### src/rtl/lfsr_timer_pkg.sv
// Shared definitions for the LFSR interval timer: tap masks, channel state, counter width.
// LFSR_TIMER_TOCNT_EN enables the per-channel timeout counter.
package lfsr_timer_pkg;

    localparam int TOCNT_W = 8;

    typedef enum logic {
        ST_IDLE = 1'b0,
        ST_RUN  = 1'b1
    } state_t;

    // XNOR feedback taps; unsupported widths fall back to the 16-bit polynomial.
    function automatic logic [31:0] tap_mask(input int w);
        logic [31:0] m;
        case (w)
            8:       m = 32'h0000_00B8;
            24:      m = 32'h00E1_0000;
            32:      m = 32'h8020_0003;
            default: m = 32'h0000_D008;
        endcase
        return m;
    endfunction

endpackage

### src/rtl/lfsr_timer_chan.sv
// One timer channel: IDLE/RUN FSM, Fibonacci XNOR LFSR, latched term/mode.
// LFSR_TIMER_TOCNT_EN adds a saturating 8-bit timeout counter.
//
// state   | meaning
// ST_IDLE | LFSR parked at the all-zero seed, no timeouts
// ST_RUN  | LFSR advances on enable, timeout on term match
module lfsr_timer_chan
    import lfsr_timer_pkg::*;
#(
    parameter int WIDTH = 16
) (
    input  logic               i_clk,
    input  logic               i_rst_n,
    input  logic               i_enable,
    input  logic               i_start,
    input  logic               i_stop,
    input  logic               i_periodic,
    input  logic [WIDTH-1:0]   i_term,
    output logic               o_timeout,
    output logic               o_busy,
    output logic               o_error,
    output logic [TOCNT_W-1:0] o_tocnt
);

    localparam logic [31:0]      TAPS_ALL = tap_mask(WIDTH);
    localparam logic [WIDTH-1:0] TAPS     = TAPS_ALL[WIDTH-1:0];
    localparam logic [WIDTH-1:0] ONES     = '1;

    state_t           r_state;
    logic [WIDTH-1:0] r_lfsr;
    logic [WIDTH-1:0] r_term;
    logic             r_periodic;
    logic             r_timeout;
    logic             r_error;

    logic [WIDTH-1:0] w_next;
    logic             w_start_ok;
    logic             w_reject;
    logic             w_match;

    assign w_next     = {r_lfsr[WIDTH-2:0], ~^(r_lfsr & TAPS)};
    assign w_start_ok = i_start & ~i_stop & (i_term != ONES);
    assign w_reject   = i_start & ~i_stop & (i_term == ONES);
    // A restart or abort in the match cycle wins, so no timeout is reported.
    assign w_match    = (r_state == ST_RUN) & i_enable & ~i_stop & ~w_start_ok
                        & (w_next == r_term);

    always_ff @(posedge i_clk or negedge i_rst_n) begin
        if (!i_rst_n) begin
            r_state    <= ST_IDLE;
            r_lfsr     <= '0;
            r_term     <= '0;
            r_periodic <= 1'b0;
            r_timeout  <= 1'b0;
            r_error    <= 1'b0;
        end else begin
            r_timeout <= w_match;
            r_error   <= w_reject;
            if (i_stop) begin
                r_state <= ST_IDLE;
                r_lfsr  <= '0;
            end else if (w_start_ok) begin
                r_term     <= i_term;
                r_periodic <= i_periodic;
                r_lfsr     <= '0;
                r_state    <= ST_RUN;
            end else if (w_match) begin
                r_lfsr <= '0;
                if (!r_periodic) begin
                    r_state <= ST_IDLE;
                end
            end else if ((r_state == ST_RUN) && i_enable) begin
                r_lfsr <= w_next;
            end
        end
    end

    assign o_timeout = r_timeout;
    assign o_busy    = (r_state == ST_RUN);
    assign o_error   = r_error;

`ifdef LFSR_TIMER_TOCNT_EN
    logic [TOCNT_W-1:0] r_tocnt;

    always_ff @(posedge i_clk or negedge i_rst_n) begin
        if (!i_rst_n) begin
            r_tocnt <= '0;
        end else if (w_start_ok) begin
            r_tocnt <= '0;
        end else if (w_match && (r_tocnt != {TOCNT_W{1'b1}})) begin
            r_tocnt <= r_tocnt + 1'b1;
        end
    end

    assign o_tocnt = r_tocnt;
`else
    assign o_tocnt = '0;
`endif

endmodule

### src/rtl/lfsr_interval_timer.sv
// Multi-channel LFSR interval timer; slices the buses across lfsr_timer_chan instances.
// LFSR_TIMER_TOCNT_EN enables per-channel timeout counters on o_tocnt.
module lfsr_interval_timer
    import lfsr_timer_pkg::*;
#(
    parameter int WIDTH    = 16,
    parameter int CHANNELS = 2
) (
    input  logic                          i_clk,
    input  logic                          i_rst_n,
    input  logic                          i_enable,
    input  logic [CHANNELS-1:0]           i_start,
    input  logic [CHANNELS-1:0]           i_stop,
    input  logic [CHANNELS-1:0]           i_periodic,
    input  logic [CHANNELS*WIDTH-1:0]     i_term,
    output logic [CHANNELS-1:0]           o_timeout,
    output logic [CHANNELS-1:0]           o_busy,
    output logic [CHANNELS-1:0]           o_error,
    output logic [CHANNELS*TOCNT_W-1:0]   o_tocnt
);

    for (genvar c = 0; c < CHANNELS; c++) begin : g_chan
        lfsr_timer_chan #(
            .WIDTH(WIDTH)
        ) u_chan (
            .i_clk      (i_clk),
            .i_rst_n    (i_rst_n),
            .i_enable   (i_enable),
            .i_start    (i_start[c]),
            .i_stop     (i_stop[c]),
            .i_periodic (i_periodic[c]),
            .i_term     (i_term[c*WIDTH +: WIDTH]),
            .o_timeout  (o_timeout[c]),
            .o_busy     (o_busy[c]),
            .o_error    (o_error[c]),
            .o_tocnt    (o_tocnt[c*TOCNT_W +: TOCNT_W])
        );
    end

endmodule

### config.mk
export PLATFORM = sky130hd
export DESIGN_NAME = lfsr_interval_timer
export DESIGN_NICKNAME = d
export VERILOG_FILES = /design/src/rtl/lfsr_timer_pkg.sv /design/src/rtl/lfsr_timer_chan.sv /design/src/rtl/lfsr_interval_timer.sv
export SDC_FILE = /design/constraint.sdc
export NUM_CORES = 1
export LEC_CHECK = 0
export CELL_PAD_IN_SITES_DETAIL_PLACEMENT = 0
export CELL_PAD_IN_SITES_GLOBAL_PLACEMENT = 1
export CORE_UTILIZATION = 45
export DETAILED_ROUTE_END_ITERATION = 12
export GPL_ROUTABILITY_DRIVEN = 1
export GPL_TIMING_DRIVEN = 1
export HOLD_SLACK_MARGIN = 0.02
export PLACE_DENSITY = 0.91
export SYNTH_ARGS = -nofsm -noshare
export SYNTH_HDL_FRONTEND = slang
export SYNTH_SLANG_ARGS = --single-unit
### constraint.sdc
create_clock -name i_clk -period 3.6 [get_ports i_clk]
set_input_delay 0.36 -clock i_clk [delete_from_list [all_inputs] [get_ports i_clk]]
set_output_delay 0.36 -clock i_clk [all_outputs]
set_load 0.05 [all_outputs]
* After elaboration in Yosys (flattened, before gate mapping)
Cells that the tools add are included.
** Operators by class
- Add/sub/neg operators :: 0
- Multiply operators :: 0
- Divide/modulo/power cells :: 0
- Order comparisons :: 0
- Eq/ne operators :: 8
- Shift operators :: 0
- Muxes and demuxes :: 16
- Bitwise operators :: 18
- Reductions and logical operators :: 12
** Operator list (number)
- 16-bit two-way mux :: 8
- 16-bit equality test :: 2
- 16-bit equality test (second input constant) :: 2
- 16-bit != test (second input constant) :: 2
- 16-bit XNOR reduction :: 2
- 1-bit bitwise AND :: 14
- 1-bit two-way mux :: 8
- 2-bit AND reduction :: 4
- 4-bit nonzero test :: 2
- 3-bit != test (second input constant) :: 2
- 3-bit nonzero test :: 2
- 1-bit NOT :: 4
- 1-bit logical AND :: 2
** Storage, ports and cells
- Flip-flop bits (word level) :: 72
- Bits in latches :: 0
- RAM bits :: 0
- Memory bits (read-only) :: 0
- Bits of input ports :: 41
- Output and inout port bits :: 22
- Word-level logic and storage cells :: 66
- Memories :: 0

* Longest topological paths before layout
Gate-level depths: netlist (run 1).
- Word-level depth :: 9
- Mapped depth :: 6
- Mapped depth without buffers :: 5

* Cells and area by module
From an unflattened synthesis (run 1), not the netlist that was laid out.
** Second synthesis, totals
- Cells, all modules :: 248
- Area, all modules :: 3303.2 um^2
** By module, submodules not included
- lfsr_timer_chan :: times used 2, cells an instance 124, area an instance 1651.6 um^2, sequential area each 900.9 um^2

* Least setup slack after synthesis (run 1)
Ideal clock, no wire load.
- Path kind :: input to register
- Start :: in i_term[16]
- End :: reg g_chan[1].u_chan.r_term[0]
- Arrival :: 1.667 ns
- Data required time :: 3.475 ns
- Path slack :: 1.809 ns
- Stages on the path :: 6
- Cell sequence :: nand4_1 -> nor4_1 -> or3_1 -> buf_2 -> buf_2 -> mux2_2
** On the way
- Word-level cells in the longest chain between the ends :: 3
** RTL lines
- start: declaration :: line lfsr_interval_timer.sv:15 : input logic [CHANNELS*WIDTH-1:0] i_term,
- 16-bit != test :: line lfsr_timer_chan.sv:42 : assign w_start_ok = i_start & ~i_stop & (i_term != ONES);
- 1-bit bitwise AND :: line lfsr_timer_chan.sv:42
- 2-bit AND reduction (no source line)
- end signal: assignment :: line lfsr_timer_chan.sv:63 : r_term <= i_term;
- end: declaration :: line lfsr_timer_chan.sv:31 : logic [WIDTH-1:0] r_term;
Several ways; a longest one is shown, not always the timed one.
A chain may end at the register's enable or synchronous reset.

* Worst setup path after layout (run 1)
- Start :: in i_term[16]
- End :: reg g_chan[1].u_chan.r_lfsr[8]
** On the way
- Word-level cells in the longest chain between the ends :: 8
** RTL lines
- 16-bit != test (*) :: line lfsr_timer_chan.sv:42
- 1-bit bitwise AND (*) :: line lfsr_timer_chan.sv:42
- 1-bit NOT :: line lfsr_timer_chan.sv:45 : assign w_match = (r_state == ST_RUN) & i_enable & ~i_stop & ~w_start_ok
- 1-bit bitwise AND :: line lfsr_timer_chan.sv:45
- 1-bit bitwise AND :: line lfsr_timer_chan.sv:46 : & (w_next == r_term);
- 16-bit two-way mux :: line lfsr_timer_chan.sv:67 : end else if (w_match) begin
- 16-bit two-way mux :: line lfsr_timer_chan.sv:62 : end else if (w_start_ok) begin
- 16-bit two-way mux :: line lfsr_timer_chan.sv:59 : if (i_stop) begin
- end signal: assignment :: line lfsr_timer_chan.sv:73 : r_lfsr <= w_next;
- end: declaration :: line lfsr_timer_chan.sv:30 : logic [WIDTH-1:0] r_lfsr;
Mark *: on every way between the ends. The rest lies on a longest branch, timed or not.

==> results.txt, run 1 <==
Die W: 88.0 microns
I/O pins: 63
WL per Instance: 15.7 microns
Power per cell area: 459 nW/um^2
Cell accounting for the most synthesized area: dfrtp_1
Status: finished, final reports clean
Vias: 2069
Fin area: 3970 sq um
Yosys warns: 0
Placed Cells incl. Taps: 385
First-pass GRT wire length: 10.4 mm
Post-CTS Hold Buffers: 0
Total track usage: 18.1%
CP startpoint kind: input port
CTS root buf: clkbuf_8
Crit path from: i_term[16]
Share of cells above drive strength 1: 19.7%
Crit-path cells: clkdlybuf4s50_1 -> nand4_1 -> nor4_1 -> o21bai_1 -> a211oi_2 -> a22o_1
Post-CTS setup buffer count: 0
Switching Share: 26.4%
Mapped Avg Cell Area: 13.0 sq um
Max cap viols: 0
Vias/cell: 5.16
Clock Latency Late Sink: 0.34 ns
CP Capture Type: register
CTS tree: yes
Worst setup path class: input port to register
Reg power frac: 50.1%
GRT Residual Overflow: 0
Final core utilization: 56.9%
Layout Skew: 0.00950 ns
Htree depth: 3
Footprint of the multi-input gates: 1360 sq um
Tcrit/Tclk final: 72.9%
DIE HEIGHT: 88.0 microns
Max Clock Freq: 381 MHz
Worst Path Arrival: 2.91 ns
Critical R2R Launch: g_chan[1].u_chan.r_lfsr[12]$_DFFE_PN0P_
Cells after Synth: 255
Worst Max-Slew Pin Slew: 1.02 ns
Post-DRT Antenna Nets: 0
Final WL: 6.29 mm
Largest cells by area after synthesis: dfrtp_1 54%, mux2_2 11%, xnor2_1 9.5%
Post-Syn Area: 3330 sq um
Endpoints failing setup: 0
Leak: 1.65 nW
Comb power frac: 14.4%
Core ar.: 6980 sq um
Final HPWL DP: 4.72 mm
Worst Path Required: 3.88 ns
Clock sinks: 72
Initial antenna violation count: 0
Final GP Congestion: 0.777
Setup TNS Final: 0 ns
Die area: 7740 sq um
Fin. Hold Viols: 0
Final hold slack: 0.159 ns
Crit-path max FO: 15
Largest net degree at the start of global routing: 45
DR iter-0 viols: 71
Reg area: 1800 sq um
Starting Density: 47.6%
Clock period minus worst slack: 2.63 ns
Non-Filler Instances: 401
FF+latch count, synth: 72
Unrepaired setup endpoints after global routing: false
Max Slew Vio Count: 0
Clock Power Share: 35.6%
Synth cell types: 28
Vias in the first global route: 2192
Synth top area share: 54.2%
Clk pin slew, worst setup/hold paths: 0.08 ns
PostCTS Resize Cnt: 0
Num rows: 30
Seq/Total Area, Yosys: 54.2%
TritonCTS Buffers: 9
Placed Area: 3770 sq um
Critical Path Max Stage Delay: 0.84 ns
Port buffer count: 46
Crit path max-delay cell type: a211oi_2
Ant diodes: 0
Filler cell count: 579
Area growth from synthesis to layout: 19.4%
Peak supply drop: 0.271 mV
HP Class: input port to asynchronous set/reset pin
Internal power: 0.00134 W
CTS Buffer Depth: 2
Residual DRC: 0
Slew headroom: 31.7%
First-pass DRT Iterations: 4
Nets@finish: 341
Psw: 0.000481 W
stage by stage:
stage,power (W),worst slack (ns)
after global placement,0.00118,0.693
after floorplan,0.00111,1.81
final,0.00182,0.975
after CTS,0.00184,0.980
after global routing,0.00190,0.842
after detailed placement,0.00119,0.599
cells by family after synthesis:
kind of cell,synth area share [%]
buffers and inverters,6.66
xor gates and xnor gates,10.0
DFF,54.2
other,0.113
muxes,11.2
and+or+nand+nor,7.34
AOI/OAI and AO/OA,10.5
worst max-delay path: cells and delay by family:
kind            cells  cell delay [ns]
compound gates      3             1.36
buf+inv             1             0.53
simple gates        2             0.65
power groups by stage:
| stage | clock (W) | combinational, W | sequential, W |
|---|---|---|---|
| finish | 0.000648 | 0.000262 | 0.000913 |
| global route | 0.000698 | 0.000283 | 0.000920 |
| CTS | 0.000662 | 0.000265 | 0.000913 |
| detailed placement | 0 | 0.000264 | 0.000929 |
| global placement | 0 | 0.000258 | 0.000925 |
| floorplan | 0 | 0.000192 | 0.000914 |
synth_stat cells (all sizes together):
library cell / count
nand2: 4
dfrtp: 72
nor3b: 2
o21bai: 2
or3: 2
nand4: 16
xnor2: 36
nand2b: 3
nor3: 1
and3b: 2
mux2: 33
conb: 1
a211oi: 2
and2: 2
inv: 2
nor2: 4
nor4: 4
a22o: 32
buf: 30
xor2: 2
o21ai: 2
o31a: 1
area by class of cell:
class                   instances  share of cell area [%]
flip-flops and latches         72                    45.4
multi-input cells             166                    34.2
repair buffers                 49                    12.0
clock buffers                  10                    3.47
well taps                      96                    3.02
clock inverters                 6                    1.70
inverters                       2                   0.189
flip-flops by register name (all words and copies together), names as in the netlist:
name	count
g_chan.u_chan.o_timeout	2
g_chan.u_chan.r_term	32
g_chan.u_chan.r_lfsr	32
g_chan.u_chan.o_error	2
g_chan.u_chan.o_busy	2
g_chan.u_chan.r_periodic	2
placed cells by master, fill, tap and decap left out, types with 2 or more instances in the layout:
| master | count |
|---|---|
| a22o_1 | 29 |
| a22o_2 | 3 |
| and2_1 | 2 |
| buf_4 | 3 |
| clkbuf_8 | 10 |
| clkdlybuf4s50_1 | 45 |
| clkinvlp_4 | 2 |
| conb_1 | 16 |
| dfrtp_1 | 72 |
| inv_1 | 2 |
| mux2_2 | 33 |
| nand2_1 | 4 |
| nand2b_1 | 3 |
| nand4_1 | 16 |
| nor2_1 | 4 |
| nor3b_1 | 2 |
| nor4_1 | 3 |
| o21ai_0 | 2 |
| o21bai_1 | 2 |
| or3_1 | 2 |
| xnor2_1 | 36 |
| xor2_1 | 2 |
metal layers:
layer / up-vias / GRT usage [%] / share of wire (%)
li1: 979 / - / -
met1: 1036 / 22.8 / 45
met5: - / 0 / 0
met2: 47 / 30.9 / 50
met4: 0 / 7.30 / 1.1
met3: 7 / 3.20 / 3.6
worst paths after layout:
| kind | cells past startpoint | end | slack (ns) |
|---|---|---|---|
| max | 6 | g_chan[1].u_chan.r_lfsr[8]$_DFFE_PN0P_ | 0.97 |
| min | 1 | g_chan[1].u_chan.r_lfsr[9]$_DFFE_PN0P_ | 0.16 |
| max reg2reg | 5 | g_chan[1].u_chan.r_lfsr[8]$_DFFE_PN0P_ | 1.36 |
| min reg2reg | 1 | g_chan[1].u_chan.r_periodic$_DFFE_PN0P_ | 0.51 |
| max in group asynchronous | 2 | g_chan[0].u_chan.r_term[7]$_DFFE_PN0P_ | 2.66 |
| min in group i_clk | 1 | g_chan[1].u_chan.r_periodic$_DFFE_PN0P_ | 0.51 |
(Power assumes the default switching activity.)
==> run 2, diff against run 1 <==
Settings changed: CORE_UTILIZATION 45 to 38, PLACE_DENSITY 0.91 to 0.82.
Clock period 3.6 ns to 2.3 ns, I/O delays scaled along.
==> results.txt, run 2 (synthesized netlist as in run 1, its figures left out) <==
CTS root buf: clkbuf_8 (unchanged)
Filler cell count: 747 (was 579)
TritonCTS Buffers: 9 (unchanged)
Status: finished, final reports clean (unchanged)
Vias: 2143 (was 2069)
Max Slew Vio Count: 0 (unchanged)
DR iter-0 viols: 72 (was 71)
CP endpoint: g_chan[0].u_chan.r_lfsr[12]$_DFFE_PN0P_ (was g_chan[1].u_chan.r_lfsr[8]$_DFFE_PN0P_)
GRT Residual Overflow: 0 (unchanged)
Nets@finish: 351 (was 341)
Max Clock Freq: 534 MHz
Initial antenna violation count: 0 (unchanged)
Fin area: 4100 sq um (was 3970 sq um)
Worst Path Required: 2.53 ns (was 3.88 ns)
Peak supply drop: 0.424 mV (was 0.271 mV)
CP Capture Type: register (unchanged)
First-pass DRT Iterations: 4 (unchanged)
Starting Density: 39.9% (was 47.6%)
Top sig layer: met4 (unchanged)
Commonest non-fill, non-tap cells in the layout: 72 x dfrtp_1, 45 x clkdlybuf4s50_1, 36 x xnor2_1, 33 x mux2_2, 29 x a22o_1 (unchanged)
Core ar.: 8340 sq um (was 6980 sq um)
Wl on met1: 2.95 mm (was 2.84 mm)
Setup TNS Final: 0 ns (unchanged)
Largest regs: g_chan.u_chan.r_lfsr x32, g_chan.u_chan.r_term x32 (unchanged)
Fin. Hold Viols: 0 (unchanged)
Unrepaired setup endpoints after global routing: false (unchanged)
Commonest non-fill, non-tap cell in the layout: dfrtp_1 (unchanged)
Tcrit/Tclk final: 81.4%
Overall Power: 0.00283 W (was 0.00182 W)
Leak: 1.72 nW (was 1.65 nW)
Layout Skew: 0.00901 ns (was 0.00950 ns)
Reg2reg end: g_chan[0].u_chan.r_lfsr[12]$_DFFE_PN0P_ (was g_chan[1].u_chan.r_lfsr[8]$_DFFE_PN0P_)
Htree depth: 3 (unchanged)
CTS tree: yes (unchanged)
Reg2reg setup slack: 0.43 ns (was 1.36 ns)
Ant diodes: 0 (unchanged)
Met3 WL: 325 microns (was 229 microns)
Met2 wire len: 3.13 mm (was 3.15 mm)
Die area: 9130 sq um (was 7740 sq um)
Final HPWL DP: 4.78 mm (was 4.72 mm)
CP startpoint kind: register (was input port)
Max cap viols: 0 (unchanged)
Area growth from synthesis to layout: 23.3% (was 19.4%)
Worst Max-Slew Pin Slew: 0.593 ns (was 1.02 ns)
PostCTS Resize Cnt: 0 (unchanged)
Clock sinks: 72 (unchanged)
Die W: 95.6 microns (was 88.0 microns)
Largest net degree at the start of global routing: 35 (was 45)
Worst reg2reg path depth: 6 (was 5)
Vias in the first global route: 2080 (was 2192)
Slew headroom: 60.5% (was 31.7%)
Endpoints failing setup: 0 (unchanged)
Placed Area: 3890 sq um (was 3770 sq um)
HP Class: input port to asynchronous set/reset pin (unchanged)
Clk pin slew, worst setup/hold paths: 0.08 ns (about the same)
First-pass GRT wire length: 10.1 mm (was 10.4 mm)
WL per Instance: 15.4 microns (was 15.7 microns)
Residual DRC: 0 (unchanged)
Critical R2R Launch: g_chan[0].u_chan.r_lfsr[3]$_DFFE_PN0P_ (was g_chan[1].u_chan.r_lfsr[12]$_DFFE_PN0P_)
Num rows: 33 (was 30)
Port buffer count: 46 (unchanged)
I/O pins: 63 (unchanged)
Post-DRT Antenna Nets: 0 (unchanged)
CTS Buffer Depth: 2 (unchanged)
Total track usage: 15.0% (was 18.1%)
Clock Latency Late Sink: 0.35 ns (was 0.34 ns)
Worst setup path class: register to register (was input port to register)
Crit path from: g_chan[0].u_chan.r_lfsr[3]$_DFFE_PN0P_ (was i_term[16])
Crit-path max FO: 16 (was 15)
Clock period minus worst slack: 1.87 ns
Worst Path Arrival: 2.11 ns (was 2.91 ns)
Final GP Congestion: 0.831 (was 0.777)
Final WL: 6.49 mm (was 6.29 mm)
DIE HEIGHT: 95.6 microns (was 88.0 microns)
Share of cells above drive strength 1: 21.9% (was 19.7%)
Power per cell area: 691 nW/um^2 (was 459 nW/um^2)
Vias/cell: 5.10 (was 5.16)
## run 2: changes by cell type in the layout (fill, tap and decap cells not counted), sizes merged
cell         before  now
clkinv            2    3
buf               4   13
clkbuf           10    9
dlygate4sd3       0    1
clkinvlp          2    1
inv               3    4
## run 2: worst max-delay path: stages, from the launching register on
cell      delay, ns
dfrtp_1        0.46
xnor2_1        0.17
xnor2_1        0.34
xnor2_1        0.26
a211oi_4       0.12
buf_12         0.16
a22o_2         0.25
## run 2: layout make-up
type                       count  area (sq um)  share of cell area (%)
clock buffer                   9           124                    3.02
clock inverter                 7          70.1                    1.71
multi-input combinational    166          1360                    33.2
inverter                       2          7.51                   0.183
sequential                    72          1800                    44.0
timing repair buffer          59           606                    14.8
tap                          105           131                    3.21
## run 2: power by group
group          switching (W)  internal [W]  total, W  leakage (nW)
clock               0.000478      0.000502  0.000980        0.0998
combinational       0.000208      0.000221  0.000429         0.696
sequential         0.0000661       0.00136   0.00142         0.925
total               0.000751       0.00208   0.00283          1.72
## run 2: worst min-delay path by stage
stage | startpoint | end | slack (ns) | depth (start not counted)
global placement | i_rst_n | g_chan[1].u_chan.r_term[8]$_DFFE_PN0P_ | 0.27 | 1
detailed placement | i_rst_n | g_chan[1].u_chan.r_term[6]$_DFFE_PN0P_ | 0.26 | 1
finish | i_rst_n | g_chan[1].u_chan.r_term[6]$_DFFE_PN0P_ | 0.44 | 2
CTS | i_rst_n | g_chan[1].u_chan.r_term[11]$_DFFE_PN0P_ | 0.43 | 2
floorplan | i_rst_n | g_chan[0].u_chan.o_busy$_DFFE_PN0P_ | -0.07 | 0
global route | i_start[1] | g_chan[1].u_chan.o_error$_DFF_PN0_ | 0.46 | 3
## run 2: routing by layer
metal / vias to the layer above / global-route usage, %
li1: 996 / -
met1: 1077 / 18.5
met4: 0 / 5.10
met2: 60 / 24.7
met3: 10 / 5.02
met5: - / 0
## run 2: timing repair
item / 4_1_cts / 5_1_grt
hold buffers: 1 / 0
endpoints found under the hold margin: 24 / 0
setup buffers: 0 / 0
## run 2: through the flow
step	setup slack, ns	instances	utilization (%)	hold slack (ns)
floorplan	0.519	270	-	-0.0656
CTS	0.403	420	49.1	0.428
global placement	0.133	403	46.7	0.270
detailed placement	0.120	403	46.7	0.265
finish	0.427	420	49.1	0.441
global route	0.283	420	49.1	0.464
